--- src/rtl/pwm_pkg.sv ---
// Shared types and constants for the PWM duty sequencer slice.
// The optional DUTY_GAMMA_EN build macro is consumed by pwm_duty_sequencer.sv.
package pwm_pkg;

    localparam int DEFAULT_BIT_WIDTH = 8;
    localparam int DEFAULT_HOLD_W    = 16;

    typedef enum logic [2:0] {
        IDLE,
        RISE,
        HOLD_HI,
        FALL,
        HOLD_LO
    } seq_state_t;

    // A one-frame prescaler still needs a 1-bit register to keep the ports legal.
    function automatic int presc_width(input int step_frames);
        return (step_frames > 1) ? $clog2(step_frames) : 1;
    endfunction

endpackage

--- src/rtl/pwm_frame_timer.sv ---
// Free-running PWM frame counter (0..max_value) plus a STEP_FRAMES prescaler
// that turns every STEP_FRAMES-th frame_end into a step_tick.
module pwm_frame_timer
    import pwm_pkg::*;
#(
    parameter int bit_width   = DEFAULT_BIT_WIDTH,
    parameter int STEP_FRAMES = 1
) (
    input  logic                 clk,
    input  logic                 rst_n,
    input  logic                 enable,
    input  logic                 presc_clr,
    input  logic [bit_width-1:0] max_value,
    output logic                 frame_end,
    output logic                 step_tick
);

    localparam int PW = presc_width(STEP_FRAMES);
    localparam logic [PW-1:0] PRESC_LAST = PW'(STEP_FRAMES - 1);

    logic [bit_width-1:0] count_q, count_d;
    logic [PW-1:0]        presc_q, presc_d;

    // Using >= rather than == lets a lowered max_value take effect immediately.
    assign frame_end = enable & (count_q >= max_value);
    assign step_tick = frame_end & (presc_q == PRESC_LAST);

    always_comb begin
        count_d = count_q;
        presc_d = presc_q;
        if (enable) begin
            count_d = frame_end ? '0 : count_q + 1'b1;
            if (presc_clr) begin
                presc_d = '0;
            end else if (frame_end) begin
                presc_d = (presc_q == PRESC_LAST) ? '0 : presc_q + 1'b1;
            end
        end
    end

    always_ff @(posedge clk or negedge rst_n) begin
        if (!rst_n) begin
            count_q <= '0;
            presc_q <= '0;
        end else begin
            count_q <= count_d;
            presc_q <= presc_d;
        end
    end

endmodule

--- src/rtl/pwm_duty_sequencer.sv ---
// Breathing/fade envelope generator (rise, hold-high, fall, hold-low) feeding a PWM duty input.
// Define DUTY_GAMMA_EN to square the level into duty for a perceptual fade.
module pwm_duty_sequencer
    import pwm_pkg::*;
#(
    parameter int bit_width   = DEFAULT_BIT_WIDTH,
    parameter int STEP_FRAMES = 1,
    parameter int HOLD_W      = DEFAULT_HOLD_W
) (
    input  logic                 clk,
    input  logic                 rst_n,
    input  logic                 enable,
    input  logic                 start,
    input  logic                 continuous,
    input  logic [bit_width-1:0] max_value,
    input  logic [bit_width-1:0] level_min,
    input  logic [bit_width-1:0] level_max,
    input  logic [bit_width-1:0] step,
    input  logic [HOLD_W-1:0]    hold_frames,
    output logic [bit_width-1:0] duty,
    output logic                 frame_end,
    output logic                 busy,
    output logic                 cycle_done
);

    seq_state_t           state_q;
    logic [bit_width-1:0] level_q;
    logic [bit_width-1:0] duty_q;
    logic [HOLD_W-1:0]    hold_q;

    logic                 step_tick;
    logic                 start_ok;
    logic                 hold_done;
    logic [bit_width-1:0] step_eff;
    logic [bit_width:0]   rise_sum;
    logic [bit_width-1:0] rise_level;
    logic [bit_width-1:0] fall_gap;
    logic [bit_width-1:0] fall_level;
    logic [bit_width-1:0] duty_next;

    pwm_frame_timer #(
        .bit_width  (bit_width),
        .STEP_FRAMES(STEP_FRAMES)
    ) u_timer (
        .clk      (clk),
        .rst_n    (rst_n),
        .enable   (enable),
        .presc_clr(start_ok),
        .max_value(max_value),
        .frame_end(frame_end),
        .step_tick(step_tick)
    );

    assign start_ok  = enable & start & (state_q == IDLE) & (level_min <= level_max);
    assign hold_done = (hold_q == hold_frames);
    assign step_eff  = (step == '0) ? bit_width'(1) : step;

    // The extra carry bit keeps level+step from wrapping before the ceiling clamp.
    assign rise_sum   = {1'b0, level_q} + {1'b0, step_eff};
    assign rise_level = (rise_sum > {1'b0, level_max}) ? level_max : rise_sum[bit_width-1:0];
    assign fall_gap   = level_q - level_min;
    assign fall_level = (fall_gap < step_eff) ? level_min : level_q - step_eff;

`ifdef DUTY_GAMMA_EN
    logic [2*bit_width-1:0] level_sq;
    assign level_sq  = {{bit_width{1'b0}}, level_q} * {{bit_width{1'b0}}, level_q};
    assign duty_next = level_sq[2*bit_width-1:bit_width];
`else
    assign duty_next = level_q;
`endif

    assign duty       = duty_q;
    assign busy       = (state_q != IDLE);
    assign cycle_done = frame_end & (state_q == HOLD_LO) & hold_done;

    // Duty latches the pre-update level at each frame_end, so it trails the level by one frame.
    always_ff @(posedge clk or negedge rst_n) begin
        if (!rst_n) begin
            state_q <= IDLE;
            level_q <= '0;
            duty_q  <= '0;
            hold_q  <= '0;
        end else begin
            if (frame_end) begin
                duty_q <= duty_next;
            end
            unique case (state_q)
                IDLE: begin
                    if (start_ok) begin
                        level_q <= level_min;
                        state_q <= RISE;
                    end
                end
                RISE: begin
                    if (step_tick) begin
                        level_q <= rise_level;
                        if (rise_level == level_max) begin
                            state_q <= HOLD_HI;
                            hold_q  <= '0;
                        end
                    end
                end
                HOLD_HI: begin
                    if (frame_end) begin
                        if (hold_done) begin
                            state_q <= FALL;
                        end else begin
                            hold_q <= hold_q + 1'b1;
                        end
                    end
                end
                FALL: begin
                    if (step_tick) begin
                        level_q <= fall_level;
                        if (fall_level == level_min) begin
                            state_q <= HOLD_LO;
                            hold_q  <= '0;
                        end
                    end
                end
                HOLD_LO: begin
                    if (frame_end) begin
                        if (hold_done) begin
                            if (continuous) begin
                                state_q <= RISE;
                            end else begin
                                state_q <= IDLE;
                                level_q <= '0;
                            end
                        end else begin
                            hold_q <= hold_q + 1'b1;
                        end
                    end
                end
                default: state_q <= IDLE;
            endcase
        end
    end

endmodule
--- config.mk ---
export PLATFORM = sky130hd
export DESIGN_NAME = pwm_duty_sequencer
export DESIGN_NICKNAME = d
export VERILOG_FILES = /design/src/rtl/pwm_pkg.sv /design/src/rtl/pwm_frame_timer.sv /design/src/rtl/pwm_duty_sequencer.sv
export SDC_FILE = /design/constraint.sdc
export NUM_CORES = 1
export LEC_CHECK = 0
export CORE_ASPECT_RATIO = 1.1
export CORE_UTILIZATION = 50
export CTS_CLUSTER_SIZE = 24
export DETAILED_ROUTE_END_ITERATION = 16
export MAX_ROUTING_LAYER = met4
export PLACE_DENSITY = 0.81
export SYNTH_ARGS = -nofsm -noshare
export SYNTH_HDL_FRONTEND = slang
export SYNTH_HIERARCHICAL = 1
export SYNTH_SLANG_ARGS = --single-unit
--- constraint.sdc ---
create_clock -name clk -period 6.8 [get_ports clk]
set_input_delay 1.7 -clock clk [delete_from_list [all_inputs] [get_ports clk]]
set_output_delay 1.7 -clock clk [all_outputs]
set_load 0.005 [all_outputs]
==> metrics.md <==
| Metric | Value |
|---|---|
| Rows | 36 |
| Routed Antenna Nets | 0 |
| Nets | 703 |
| Setup crit end kind | register |
| Die extent in y | 103 µm |
| GP Congestion | 1.00 |
| Post-route setup slack | 658 ps |
| Initial antenna violation count | 0 |
| Hold crit path type | register to register |
| Total grt overflow | 0 |
| CP arrival | 6280 ps |
| Port bufs | 63 |
| Period utilization | 0.903 |
| Clock slew at reported path FFs | 90 ps |
| Maxcap violations | 0 |
| DRT iter0 DRCs | 232 |
| Sink Count | 43 |
| Hold_buf cts | 0 |
| DR vias | 4171 |
| Worst-path maximum fanout | 16 |
| Area grow syn2layout | 16.5% |
| Final hold violations | 0 |
| Die X | 93.8 µm |
| P per Cell Area | 383 mW/mm² |
| Clock Skews | 7.73 ps |
| Avg Vias per Cell | 5.90 |
| Synthesized area | 0.00464 mm² |
| Power, Total | 2.07 mW |
| CTS H-tree lvls | 2 |
| GRT Util Overall | 0.265 |
| CTS tree | done |
| Slew headroom | 0.387 |
| Final Routed Wirelength | 11.9 mm |
| Largest net degree at the start of global routing | 44 |
| Fmax | 163 MHz |
| Placed standard-cell area | 0.00529 mm² |
| Pre-CTS setup slack | 449 ps |
| Clock latency at the later pin of the worst-skew pair | 290 ps |
| RSZ-0062 raised after global routing | no |
| Layout cells sized above 1 | 0.0506 |
| YS warnings | 6 |
| Final setup violation count | 0 |
| Worst VDD drop | 233 µV |
| Worst Setup Path Type | input pin to register |
| CP Data Required Time | 6940 ps |
| Clk root buf | clkbuf_8 |
| Mapped Cells | 546 |
| Routed len/inst | 16.9 µm |
| Die area | 0.00967 mm² |
| CORE AREA | 0.00892 mm² |
| Syn_nets | 657 |
| Lkg Pwr | 2.41 nW |
| DRT Pass-1 Iters | 5 |
| Ant. Diodes | 0 |
| Setup TNS | 0 ps |
| Post-cts sizing count | 0 |
| Critical Path Start Type | input pin |
| Outcome | complete, no violations |
| Worst slew pin tran | 919 ps |
| DRC | 0 |
| Post-route design area | 0.00541 mm² |
| Layout filler cell count | 806 |
| Dpl hpwl | 9.48 mm |
| Total CTS buffers | 5 |
| Initial Util | 0.520 |
| I/O Pins | 64 |
| Clock Path Buffers | 2 |
| Final Slew Violations | 0 |
| Post-synthesis average cell area | 8.50 µm² |
| Vias in the first global route | 4135 |
| Minimum clock period | 6140 ps |
| Setup Buffers After CTS | 0 |
| Global-route wire length before repair | 19.5 mm |
[critical path, stage by stage]
cell and delay [ps]:
clkdlybuf4s50_1 570, inv_1 130, a41o_1 270, ha_1 220, fa_1 430, nand2b_1 130, a21oi_1 80, or2_2 310
xnor2_1 170, ha_1 310, nand4_1 120, nor2_1 120, o311ai_0 150, a21oi_1 190, a211o_1 390, a211oi_2 130
a211oi_4 670, a31oi_1 210
[cell type report]
| class | instances | area, µm² | share of cell area |
|---|---|---|---|
| flip-flops and latches | 43 | 1080 | 0.199 |
| repair buffers | 65 | 641 | 0.119 |
| clock inverters | 3 | 43.8 | 0.00810 |
| multi-input cells | 427 | 3250 | 0.600 |
| inverters | 50 | 188 | 0.0347 |
| clock buffers | 5 | 68.8 | 0.0127 |
| well taps | 114 | 143 | 0.0264 |
[placed cells by master, fill, tap and decap left out, types with 6 or more instances in the layout]
cell type	instances
o21a_1	9
inv_1	48
mux2i_1	13
o211ai_1	13
xnor2_1	37
clkdlybuf4s50_1	62
ha_1	55
and3_1	11
dfrtp_1	43
a22oi_1	7
nand3_1	14
nor2_1	37
nor3_1	9
a31oi_1	15
nand2b_1	13
a21o_1	13
a21oi_1	32
xor2_1	14
or3_1	6
nand4_1	12
nand2_1	26
o21ai_0	11
mux2_2	10
[per-stage QoR]
stage,util,hold WS [ps],std cells
floorplan,-,470,546
global placement,0.593,492,699
detailed placement,0.593,499,699
CTS,0.606,515,707
global route,0.606,530,707
finish,0.606,512,707
[layer usage]
metal	routed length, µm	vias up	global-route usage
li1	-	2071	-
met5	0	-	-
met3	431	45	0.0229
met2	5880	125	0.452
met1	5030	1930	0.311
met4	573	0	0.136
[worst paths after layout]
check / startpoint / end / slack (ps) / cells past startpoint
setup / recovery: step[1] / hold_q[2] / 660 / 18
hold / removal: hold_q[15] / hold_q[15] / 510 / 1
min in group asynchronous: rst_n / hold_q[6] / 1530 / 1
hold reg to reg: hold_q[15] / hold_q[15] / 510 / 1
setup reg to reg: duty_next[4] / hold_q[2] / 2470 / 15
max in group asynchronous: rst_n / duty_next[6] / 4690 / 1
[report_power, final]
part           internal, mW  switching, mW
Sequential            0.331          0.106
Combinational         0.654          0.780
Clock                 0.109         0.0894
[state kept, by name, summed over array words and instances, names as in the netlist]
name	cells
state_q	3
duty_next	8
hold_q	16
u_timer/count_q	8
duty	8
Power figures use the tool's default switching activity.
